==> config.mk <==
export PLATFORM = sky130hd
export DESIGN_NAME = gray_to_lcd_tx_flat
export DESIGN_NICKNAME = d
export VERILOG_FILES = /design/src/rtl/gray_to_lcd_tx_if.sv /design/src/rtl/gray_to_lcd_tx.sv /design/src/flat_wrapper.sv
export SDC_FILE = /design/constraint.sdc
export NUM_CORES = 1
export LEC_CHECK = 0
export CORE_UTILIZATION = 40
export CTS_BUF_LIST = sky130_fd_sc_hd__clkbuf_16
export CTS_CLUSTER_SIZE = 24
export DETAILED_ROUTE_END_ITERATION = 7
export DONT_BUFFER_PORTS = 1
export GPL_ROUTABILITY_DRIVEN = 0
export PLACE_DENSITY = 0.66
export SETUP_SLACK_MARGIN = 0.3
export SYNTH_ARGS = -nofsm -noshare
export SYNTH_HDL_FRONTEND = slang
export SYNTH_SLANG_ARGS = --single-unit
==> constraint.sdc <==
create_clock -name i_pix_clk -period 2.4 [get_ports i_pix_clk]
set_clock_uncertainty 0.05 [all_clocks]
set_input_delay 0.12 -clock i_pix_clk [delete_from_list [all_inputs] [get_ports i_pix_clk]]
set_output_delay 0.12 -clock i_pix_clk [all_outputs]
set_load 0.01 [all_outputs]
==> src/rtl/gray_to_lcd_tx_if.sv <==
// Transmit-side video bundle: upstream FIFO read port plus panel RGB, sync and coordinate outputs.
// The master modport is the timing generator; the slave side is the FIFO and panel.
interface gray_to_lcd_tx_if;
  logic        fifo_empty;
  logic [7:0]  gray_in;
  logic        rd_en;
  logic        hs;
  logic        vs;
  logic        data_de;
  logic [7:0]  data_r;
  logic [7:0]  data_g;
  logic [7:0]  data_b;
  logic [10:0] pix_x;
  logic [10:0] pix_y;
  logic        frame_start;
  logic        underflow;

  modport master (
    input  fifo_empty, gray_in,
    output rd_en, hs, vs, data_de, data_r, data_g, data_b, pix_x, pix_y, frame_start, underflow
  );

  modport slave (
    output fifo_empty, gray_in,
    input  rd_en, hs, vs, data_de, data_r, data_g, data_b, pix_x, pix_y, frame_start, underflow
  );
endinterface

==> src/rtl/gray_to_lcd_tx.sv <==
// Panel timing generator that reads one gray sample per active pixel and drives it as R=G=B.
// Optional TEST_PATTERN_EN adds a test_mode input that replaces FIFO data with a horizontal ramp.
module gray_to_lcd_tx #(
  parameter int unsigned H_ACTIVE = 1280,
  parameter int unsigned H_FP     = 48,
  parameter int unsigned H_SYNC   = 32,
  parameter int unsigned H_BP     = 80,
  parameter int unsigned V_ACTIVE = 800,
  parameter int unsigned V_FP     = 3,
  parameter int unsigned V_SYNC   = 6,
  parameter int unsigned V_BP     = 14,
  parameter logic        SYNC_POL = 1'b0
) (
  input  logic             i_pix_clk,
  input  logic             rst_n,
`ifdef TEST_PATTERN_EN
  input  logic             test_mode,
`endif
  gray_to_lcd_tx_if.master bus
);

  localparam int unsigned H_TOTAL = H_ACTIVE + H_FP + H_SYNC + H_BP;
  localparam int unsigned V_TOTAL = V_ACTIVE + V_FP + V_SYNC + V_BP;

  localparam logic [10:0] H_ACT_END  = 11'(H_ACTIVE);
  localparam logic [10:0] H_SYNC_BEG = 11'(H_ACTIVE + H_FP);
  localparam logic [10:0] H_SYNC_END = 11'(H_ACTIVE + H_FP + H_SYNC);
  localparam logic [10:0] H_LAST     = 11'(H_TOTAL - 1);
  localparam logic [10:0] V_ACT_END  = 11'(V_ACTIVE);
  localparam logic [10:0] V_SYNC_BEG = 11'(V_ACTIVE + V_FP);
  localparam logic [10:0] V_SYNC_END = 11'(V_ACTIVE + V_FP + V_SYNC);
  localparam logic [10:0] V_LAST     = 11'(V_TOTAL - 1);

  logic [10:0] h_cnt_q, h_cnt_d;
  logic [10:0] v_cnt_q, v_cnt_d;
  logic        act, in_hsync, in_vsync, tp;

  // Stage 1: raster state aligned with the FIFO read data
  logic        act_q, miss_q, tp_q, hs_s1_q, vs_s1_q, fs_s1_q;
  logic [10:0] x_s1_q, y_s1_q;

  // Stage 2: output registers
  logic        de_q, hs_q, vs_q, fs_q, uf_q;
  logic [7:0]  pix_q, pix_d;
  logic [10:0] x_q, y_q;

`ifdef TEST_PATTERN_EN
  assign tp = test_mode;
`else
  assign tp = 1'b0;
`endif

  always_comb begin
    h_cnt_d = h_cnt_q + 11'd1;
    v_cnt_d = v_cnt_q;
    if (h_cnt_q == H_LAST) begin
      h_cnt_d = '0;
      v_cnt_d = (v_cnt_q == V_LAST) ? '0 : v_cnt_q + 11'd1;
    end
  end

  always_ff @(posedge i_pix_clk or negedge rst_n) begin
    if (!rst_n) begin
      h_cnt_q <= '0;
      v_cnt_q <= '0;
    end else begin
      h_cnt_q <= h_cnt_d;
      v_cnt_q <= v_cnt_d;
    end
  end

  assign act      = (h_cnt_q < H_ACT_END) && (v_cnt_q < V_ACT_END);
  assign in_hsync = (h_cnt_q >= H_SYNC_BEG) && (h_cnt_q < H_SYNC_END);
  assign in_vsync = (v_cnt_q >= V_SYNC_BEG) && (v_cnt_q < V_SYNC_END);

  // A missing sample is skipped rather than stalled, so the raster never slips
  assign bus.rd_en = act && !bus.fifo_empty && !tp;

  always_ff @(posedge i_pix_clk or negedge rst_n) begin
    if (!rst_n) begin
      act_q   <= 1'b0;
      miss_q  <= 1'b0;
      tp_q    <= 1'b0;
      hs_s1_q <= ~SYNC_POL;
      vs_s1_q <= ~SYNC_POL;
      fs_s1_q <= 1'b0;
      x_s1_q  <= '0;
      y_s1_q  <= '0;
    end else begin
      act_q   <= act;
      miss_q  <= act && bus.fifo_empty && !tp;
      tp_q    <= tp;
      hs_s1_q <= in_hsync ? SYNC_POL : ~SYNC_POL;
      vs_s1_q <= in_vsync ? SYNC_POL : ~SYNC_POL;
      fs_s1_q <= act && (h_cnt_q == '0) && (v_cnt_q == '0);
      x_s1_q  <= act ? h_cnt_q + 11'd1 : '0;
      y_s1_q  <= act ? v_cnt_q + 11'd1 : '0;
    end
  end

  always_comb begin
    pix_d = 8'h00;
    if (act_q) begin
      if (tp_q) begin
        pix_d = x_s1_q[7:0] - 8'd1;
      end else if (!miss_q) begin
        pix_d = bus.gray_in;
      end
    end
  end

  always_ff @(posedge i_pix_clk or negedge rst_n) begin
    if (!rst_n) begin
      de_q  <= 1'b0;
      hs_q  <= ~SYNC_POL;
      vs_q  <= ~SYNC_POL;
      fs_q  <= 1'b0;
      uf_q  <= 1'b0;
      pix_q <= '0;
      x_q   <= '0;
      y_q   <= '0;
    end else begin
      de_q  <= act_q;
      hs_q  <= hs_s1_q;
      vs_q  <= vs_s1_q;
      fs_q  <= fs_s1_q;
      uf_q  <= miss_q;
      pix_q <= pix_d;
      x_q   <= x_s1_q;
      y_q   <= y_s1_q;
    end
  end

  assign bus.data_de     = de_q;
  assign bus.hs          = hs_q;
  assign bus.vs          = vs_q;
  assign bus.data_r      = pix_q;
  assign bus.data_g      = pix_q;
  assign bus.data_b      = pix_q;
  assign bus.pix_x       = x_q;
  assign bus.pix_y       = y_q;
  assign bus.frame_start = fs_q;
  assign bus.underflow   = uf_q;

endmodule

==> src/flat_wrapper.sv <==
// flat-port wrapper written by rule: the top's interface ports become plain ports
module gray_to_lcd_tx_flat 
#(
  parameter int unsigned H_ACTIVE = 1280,
  parameter int unsigned H_FP     = 48,
  parameter int unsigned H_SYNC   = 32,
  parameter int unsigned H_BP     = 80,
  parameter int unsigned V_ACTIVE = 800,
  parameter int unsigned V_FP     = 3,
  parameter int unsigned V_SYNC   = 6,
  parameter int unsigned V_BP     = 14,
  parameter logic        SYNC_POL = 1'b0
)
  (i_pix_clk, rst_n, bus_fifo_empty, bus_gray_in, bus_rd_en, bus_hs, bus_vs, bus_data_de, bus_data_r, bus_data_g, bus_data_b, bus_pix_x, bus_pix_y, bus_frame_start, bus_underflow);
  gray_to_lcd_tx_if bus_i ();
  input  logic i_pix_clk;
  input  logic rst_n;
  input wire logic [$bits(bus_i.fifo_empty)-1:0] bus_fifo_empty;
  input wire logic [$bits(bus_i.gray_in)-1:0] bus_gray_in;
  output wire logic [$bits(bus_i.rd_en)-1:0] bus_rd_en;
  output wire logic [$bits(bus_i.hs)-1:0] bus_hs;
  output wire logic [$bits(bus_i.vs)-1:0] bus_vs;
  output wire logic [$bits(bus_i.data_de)-1:0] bus_data_de;
  output wire logic [$bits(bus_i.data_r)-1:0] bus_data_r;
  output wire logic [$bits(bus_i.data_g)-1:0] bus_data_g;
  output wire logic [$bits(bus_i.data_b)-1:0] bus_data_b;
  output wire logic [$bits(bus_i.pix_x)-1:0] bus_pix_x;
  output wire logic [$bits(bus_i.pix_y)-1:0] bus_pix_y;
  output wire logic [$bits(bus_i.frame_start)-1:0] bus_frame_start;
  output wire logic [$bits(bus_i.underflow)-1:0] bus_underflow;
  assign bus_i.fifo_empty = bus_fifo_empty;
  assign bus_i.gray_in = bus_gray_in;
  assign bus_rd_en = bus_i.rd_en;
  assign bus_hs = bus_i.hs;
  assign bus_vs = bus_i.vs;
  assign bus_data_de = bus_i.data_de;
  assign bus_data_r = bus_i.data_r;
  assign bus_data_g = bus_i.data_g;
  assign bus_data_b = bus_i.data_b;
  assign bus_pix_x = bus_i.pix_x;
  assign bus_pix_y = bus_i.pix_y;
  assign bus_frame_start = bus_i.frame_start;
  assign bus_underflow = bus_i.underflow;
  gray_to_lcd_tx #(.H_ACTIVE(H_ACTIVE), .H_FP(H_FP), .H_SYNC(H_SYNC), .H_BP(H_BP), .V_ACTIVE(V_ACTIVE), .V_FP(V_FP), .V_SYNC(V_SYNC), .V_BP(V_BP), .SYNC_POL(SYNC_POL)) u_core (.i_pix_clk(i_pix_clk), .rst_n(rst_n), .bus(bus_i));
endmodule
### Word-level counts from Yosys, hierarchy flattened

Cells that the tools add are included.

* register bits after elaboration: 84
* memory bits (writable): 0
* bits in read-only memories: 0
* logic and storage cells: 45
* memories kept: 0
* latch bits: 0

* multiply operators: 0
* magnitude comparators: 6
* $add $sub $neg: 2
* divide/modulo/power cells: 0
* equal/unequal tests: 2
* bitwise logic cells: 0
* mux-type cells: 8
* reduce and logical (&&, ||, !) cells: 10
* shift-type cells: 0

Operators with widths (count)
* 2-to-1 mux 11 bit: 4
* adder 11 x 1 -> 11 bit, second input constant: 2
* logical NOT 11 bit: 2
* less-than comparator 11 x 10 -> 1 bit, second input constant: 2
* less-than comparator 11 bit, second input constant: 2
* 2-to-1 mux 8 bit: 2
* == test 11 x 10 -> 1 bit, second input constant: 1
* == test 11 bit, second input constant: 1
* >= comparator 11 x 10 -> 1 bit, second input constant: 1
* >= comparator 11 bit, second input constant: 1
* logical AND 1 bit: 7
* 2-to-1 mux 1 bit: 2
* logical NOT 1 bit: 1

### Depth between registers and ports, before layout

* depth in word-level cells: 4
* gate-level depth with buffers: 7
* gate-level depth less buffers: 6

### Worst setup path after synthesis

Ideal clock, no wire load.

* path type: register -> register
* start point: register u_core.h_cnt_q[0]
* end point: register u_core.v_cnt_q[0]
* data required time: 2.225 ns
* setup slack: 0.486 ns
* data arrival time: 1.739 ns
* cell stages (with the launch flop): 6
* path through: dfrtp_1 -> ha_1 -> nand4_1 -> or4_1 -> buf_2 -> mux2_2

* cells in the longest elaborated chain, start to end: 1

Ends and longest elaborated chain
* start: declaration: line gray_to_lcd_tx.sv:34 `logic [10:0] h_cnt_q, h_cnt_d;`
* start signal: assignment: line gray_to_lcd_tx.sv:67 `h_cnt_q <= h_cnt_d;`
* == test 11 bit: line gray_to_lcd_tx.sv:56 `if (h_cnt_q == H_LAST) begin`
* end signal: assignment: line gray_to_lcd_tx.sv:68 `v_cnt_q <= v_cnt_d;`
* end: declaration: line gray_to_lcd_tx.sv:35 `logic [10:0] v_cnt_q, v_cnt_d;`

No other way between the ends.
A chain may end at the register's enable or synchronous reset.

### Worst setup path in the final report

* start point: register u_core.v_cnt_q[6]
* end point: output bus_rd_en

* cells in the longest elaborated chain, start to end: 3

Ends and longest elaborated chain
* less-than comparator 11 x 10 -> 1 bit: line gray_to_lcd_tx.sv:72 `assign act = (h_cnt_q < H_ACT_END) && (v_cnt_q < V_ACT_END);`
* logical AND 1 bit: line gray_to_lcd_tx.sv:72
* logical AND 1 bit: line gray_to_lcd_tx.sv:77 `assign bus.rd_en = act && !bus.fifo_empty && !tp;`
* end: declaration: line flat_wrapper.sv:20 `output wire logic [$bits(bus_i.rd_en)-1:0] bus_rd_en;`

No other way between the ends.

==> impl_metrics.sql <==
INSERT INTO impl_metrics (metric_group, metric, value, unit) VALUES
('floorplanning', 'fp-row-count', '32', ''),
('critical_path', 'worstRegToRegCells', '4', ''),
('critical_path', 'worstReg2RegStart', 'u_core.h_cnt_q[5]$_DFF_PN0_', ''),
('route', 'via_per_inst', '5.01', ''),
('floorplanning', 'die_h', '92.7', 'µm'),
('placement', 'dpl.cell_count', '350', ''),
('pwr', 'seq_power_share', '0.527', ''),
('sta', 'unrepaired_setup_endpoints_after_global_routing', 'true', ''),
('route', 'post-route-drc-count', '0', ''),
('status', 'failed_checks', 'negative hold slack', ''),
('pwr', 'static-leakage-power', '1.65', 'nW'),
('cts', 'worst_skew_pair.late_latency', '0.34', 'ns'),
('global_routing', 'via_count_of_the_first_global_routing_pass', '1929', ''),
('route', 'routed_wire_length_per_instance', '15.1', 'µm'),
('route', 'drt_iter0_markers', '93', ''),
('pwr', 'clockPowerShare', '0.465', ''),
('sta', 'fin_hold_ws', '-0.577', 'ns'),
('critical_path', 'cp-start-kind', 'register', ''),
('placement', 'port_buf_inserts', '0', ''),
('critical_path', 'cp.arrival', '1.88', 'ns'),
('floorplanning', 'placeableCoreArea', '7850', 'µm²'),
('sta', 'final_period_minus_worst_setup_slack', '2.05', 'ns'),
('critical_path', 'critical_path.slowest_cell', 'sky130_fd_sc_hd__dfrtp_2', ''),
('layout', 'number_of_nets_in_the_layout', '286', ''),
('layout', 'instances_no_fill', '377', ''),
('layout', 'post_layout_inst_area', '3670', 'µm²'),
('critical_path', 'regToRegEndpoint', 'u_core.v_cnt_q[7]$_DFFE_PN0N_', ''),
('layout', 'area_growth_syn_to_layout', '11.7', '%'),
('floorplanning', 'io-pin-count', '63', ''),
('layout', 'ff_latch_area', '2110', 'µm²'),
('synthesis', 'seq_total_area_yosys', '0.641', ''),
('synthesis', 'ys_async_rst_share', '1.00', ''),
('cts', 'cts_h_tree_lvls', '3', ''),
('cts', 'cts_made_buffers', '9', ''),
('layout', 'diodes', '0', ''),
('pwr', 'vdd.ir_drop.worst', '0.262', 'mV'),
('global_routing', 'grt_pass1_wl', '9.49', 'mm'),
('flow_run', 'max-cap-violations', '0', ''),
('critical_path', 'regToRegSetupSlack', '0.38', 'ns'),
('pwr', 'intPower', '2.15', 'mW'),
('layout', 'area_of_the_multi_input_gates', '966', 'µm²'),
('layout', 'final_layout_size_suffix_gt1_frac', '0.145', ''),
('sta', 'setup_viol', '0', ''),
('global_routing', 'grt_antenna_before_repair', '0', ''),
('pwr', 'power_per_cell_area', '747', 'nW/µm²'),
('placement', 'detailed_place.area', '3270', 'µm²'),
('pwr', 'switching_component_of_the_power', '0.593', 'mW'),
('global_routing', 'globalRouteTotalUtil', '0.145', ''),
('cts', 'cts_tree', 'yes', ''),
('route', 'drt-total-wl', '5.71', 'mm'),
('status', 'outcome', 'complete, but fails checks', ''),
('cts', 'clockRootBuffer', 'sky130_fd_sc_hd__clkbuf_16', ''),
('synthesis', 'mappedNetlistNets', '290', ''),
('critical_path', 'timing_worst_setup_path_type', 'register to output port', ''),
('route', 'ant_nets', '0', ''),
('synthesis', 'synth-edff-count', '0', ''),
('layout', 'fillerInstances', '715', ''),
('sta', 'maximum_clock_rate', '487', 'MHz'),
('synthesis', 'yosys_warns', '0', ''),
('synthesis', 'synthesized_cell_area', '3290', 'µm²'),
('sta', 'post-route-period-util', '0.856', ''),
('critical_path', 'timing.critical_path.fanout_max', '7', ''),
('critical_path', 'worst_setup_path_end_kind', 'output port', ''),
('floorplanning', 'die_w', '92.7', 'µm'),
('placement', 'half_perimeter_wire_length_after_placement', '3.75', 'mm'),
('synthesis', 'post_synth.cell_area_avg', '12.0', 'µm²'),
('floorplanning', 'dieArea', '8580', 'µm²'),
('floorplanning', 'initial_utilization', '0.419', ''),
('sta', 'final_hold_viol_count', '84', ''),
('synthesis', 'ys_dominant_reg_cell', 'sky130_fd_sc_hd__dfrtp_1', ''),
('pwr', 'combinational_power_share', '0.007', '');
==> cells in the final DEF, fill, tap and decap left out, types with 4 or more instances in the layout <==
master                           n
sky130_fd_sc_hd__dfrtp_1        79
sky130_fd_sc_hd__nor2_1         28
sky130_fd_sc_hd__and2_1         14
sky130_fd_sc_hd__xnor2_1        13
sky130_fd_sc_hd__nand2_1        10
sky130_fd_sc_hd__nor3_1          9
sky130_fd_sc_hd__clkbuf_16       9
sky130_fd_sc_hd__dlygate4sd3_1   9
sky130_fd_sc_hd__buf_4           9
sky130_fd_sc_hd__o21ai_0         8
sky130_fd_sc_hd__inv_1           7
sky130_fd_sc_hd__nand3_1         6
sky130_fd_sc_hd__nand4_1         6
sky130_fd_sc_hd__nor4_1          5
sky130_fd_sc_hd__a22o_1          5
sky130_fd_sc_hd__ha_1            5
sky130_fd_sc_hd__xor2_1          4
sky130_fd_sc_hd__nor2b_1         4
sky130_fd_sc_hd__clkinvlp_4      4
sky130_fd_sc_hd__dfstp_2         4
==> critical path, delay by kind of cell (launching register included) <==
kind	cells	cell delay, ns
and+or+nand+nor	2	0.49
DFF	1	0.45
buffers and inverters	1	0.17
AOI/OAI and AO/OA	1	0.43
==> worst max path at each step <==
stage	from	end	slack, ns	cells past startpoint
2_1_floorplan	u_core.h_cnt_q[0]$_DFF_PN0_	u_core.v_cnt_q[0]$_DFFE_PN0N_	0.49	5
6_report	u_core.v_cnt_q[6]$_DFFE_PN0N_	bus_rd_en	0.35	4
3_3_place_gp	u_core.h_cnt_q[0]$_DFF_PN0_	u_core.v_cnt_q[0]$_DFFE_PN0N_	0.32	4
3_5_place_dp	u_core.h_cnt_q[0]$_DFF_PN0_	u_core.v_cnt_q[7]$_DFFE_PN0N_	0.19	5
4_1_cts	u_core.v_cnt_q[6]$_DFFE_PN0N_	bus_rd_en	0.19	4
5_1_grt	u_core.v_cnt_q[6]$_DFFE_PN0N_	bus_rd_en	0.27	4
==> flip-flops by register name, indices dropped and copies added, names as in the netlist, 8 cells and up <==
| signal | count |
|---|---|
| u_core.bus.data_b | 8 |
| u_core.bus.pix_x | 11 |
| u_core.bus.pix_y | 11 |
| u_core.h_cnt_q | 11 |
| u_core.v_cnt_q | 11 |
| u_core.x_s1_q | 11 |
| u_core.y_s1_q | 11 |
==> layout make-up <==
type	count	area share
Inverter	8	0.00818
Clock inverter	7	0.0153
Sequential cell	84	0.574
Multi-Input combinational cell	149	0.263
Tap cell	102	0.0348
Timing Repair Buffer	18	0.0429
Clock buffer	9	0.0613
==> cell families (layout without fill, tap and decap cells) <==
logic type | Yosys count | in the layout | share of synthesized area
adders and majority gates | 5 | 5 | 0.0190
buffers and inverters | 41 | 42 | 0.0704
AOI/OAI and AO/OA | 25 | 25 | 0.0522
other | 1 | 1 | 0.00114
xor gates and xnor gates | 17 | 17 | 0.0453
muxes | 1 | 1 | 0.00343
DFF | 84 | 84 | 0.641
and+or+nand+nor | 100 | 100 | 0.167
==> timing repair <==
action,CTS,global route
setup endpoints to repair,9,11
cloned,0,0
endpoints found under the hold margin,93,84
buffers inserted,0,2
resized for setup,2,4
pin swaps,1,3
==> power groups by stage <==
stage,Clock [mW],Sequential [mW],Combinational (mW)
after floorplan,0,1.46,0.0339
after global placement,0,1.47,0.00832
after detailed placement,0,1.47,0.00870
after CTS,1.31,1.45,0.0202
after global routing,1.37,1.45,0.0211
final,1.28,1.45,0.0199
==> synth_stat cells, types with 2 or more instances <==
master / instances / area [µm²]
sky130_fd_sc_hd__a21o_1: 2 / 15.0
sky130_fd_sc_hd__xor2_1: 4 / 35.0
sky130_fd_sc_hd__nand2_1: 10 / 37.5
sky130_fd_sc_hd__nor2_1: 29 / 109
sky130_fd_sc_hd__or4_1: 2 / 15.0
sky130_fd_sc_hd__and2_1: 14 / 87.6
sky130_fd_sc_hd__inv_1: 7 / 26.3
sky130_fd_sc_hd__or3_1: 2 / 12.5
sky130_fd_sc_hd__clkbuf_1: 8 / 30.0
sky130_fd_sc_hd__nor3_1: 9 / 45.0
sky130_fd_sc_hd__ha_1: 5 / 62.6
sky130_fd_sc_hd__nor4_1: 5 / 31.3
sky130_fd_sc_hd__nand4_1: 6 / 37.5
sky130_fd_sc_hd__nor2b_1: 4 / 25.0
sky130_fd_sc_hd__buf_4: 16 / 120
sky130_fd_sc_hd__buf_2: 6 / 30.0
sky130_fd_sc_hd__nand3_1: 6 / 30.0
sky130_fd_sc_hd__clkbuf_2: 2 / 10.0
sky130_fd_sc_hd__and4_1: 2 / 17.5
sky130_fd_sc_hd__dfstp_2: 4 / 105
sky130_fd_sc_hd__and3_1: 2 / 12.5
sky130_fd_sc_hd__dfrtp_1: 80 / 2000
sky130_fd_sc_hd__a21oi_1: 3 / 15.0
sky130_fd_sc_hd__nor4b_1: 2 / 17.5
sky130_fd_sc_hd__xnor2_1: 13 / 114
sky130_fd_sc_hd__a22o_1: 5 / 43.8
sky130_fd_sc_hd__o21ai_0: 8 / 40.0
sky130_fd_sc_hd__nor3b_1: 2 / 15.0
==> stage by stage <==
step | utilization | setup slack, ns | hold slack (ns) | power [mW]
after floorplan | - | 0.486 | -0.226 | 1.50
after global placement | 0.416 | 0.316 | -0.224 | 1.48
after detailed placement | 0.416 | 0.193 | -0.224 | 1.48
after CTS | 0.464 | 0.193 | -0.589 | 2.78
after global routing | 0.468 | 0.275 | -0.592 | 2.84
final | 0.468 | 0.346 | -0.577 | 2.74
==> per-layer routing <==
layer  routed length, µm  part of all wire  up-vias  global-route usage
met1                2590              0.45      906               0.186
met3                 412             0.072        9              0.0452
met2                2600              0.45       83               0.218
li1                    -                 -      891                   -
met4                 108             0.019        0              0.0808
met5                   0                 0        -                   0
(Power assumes the default switching activity.)
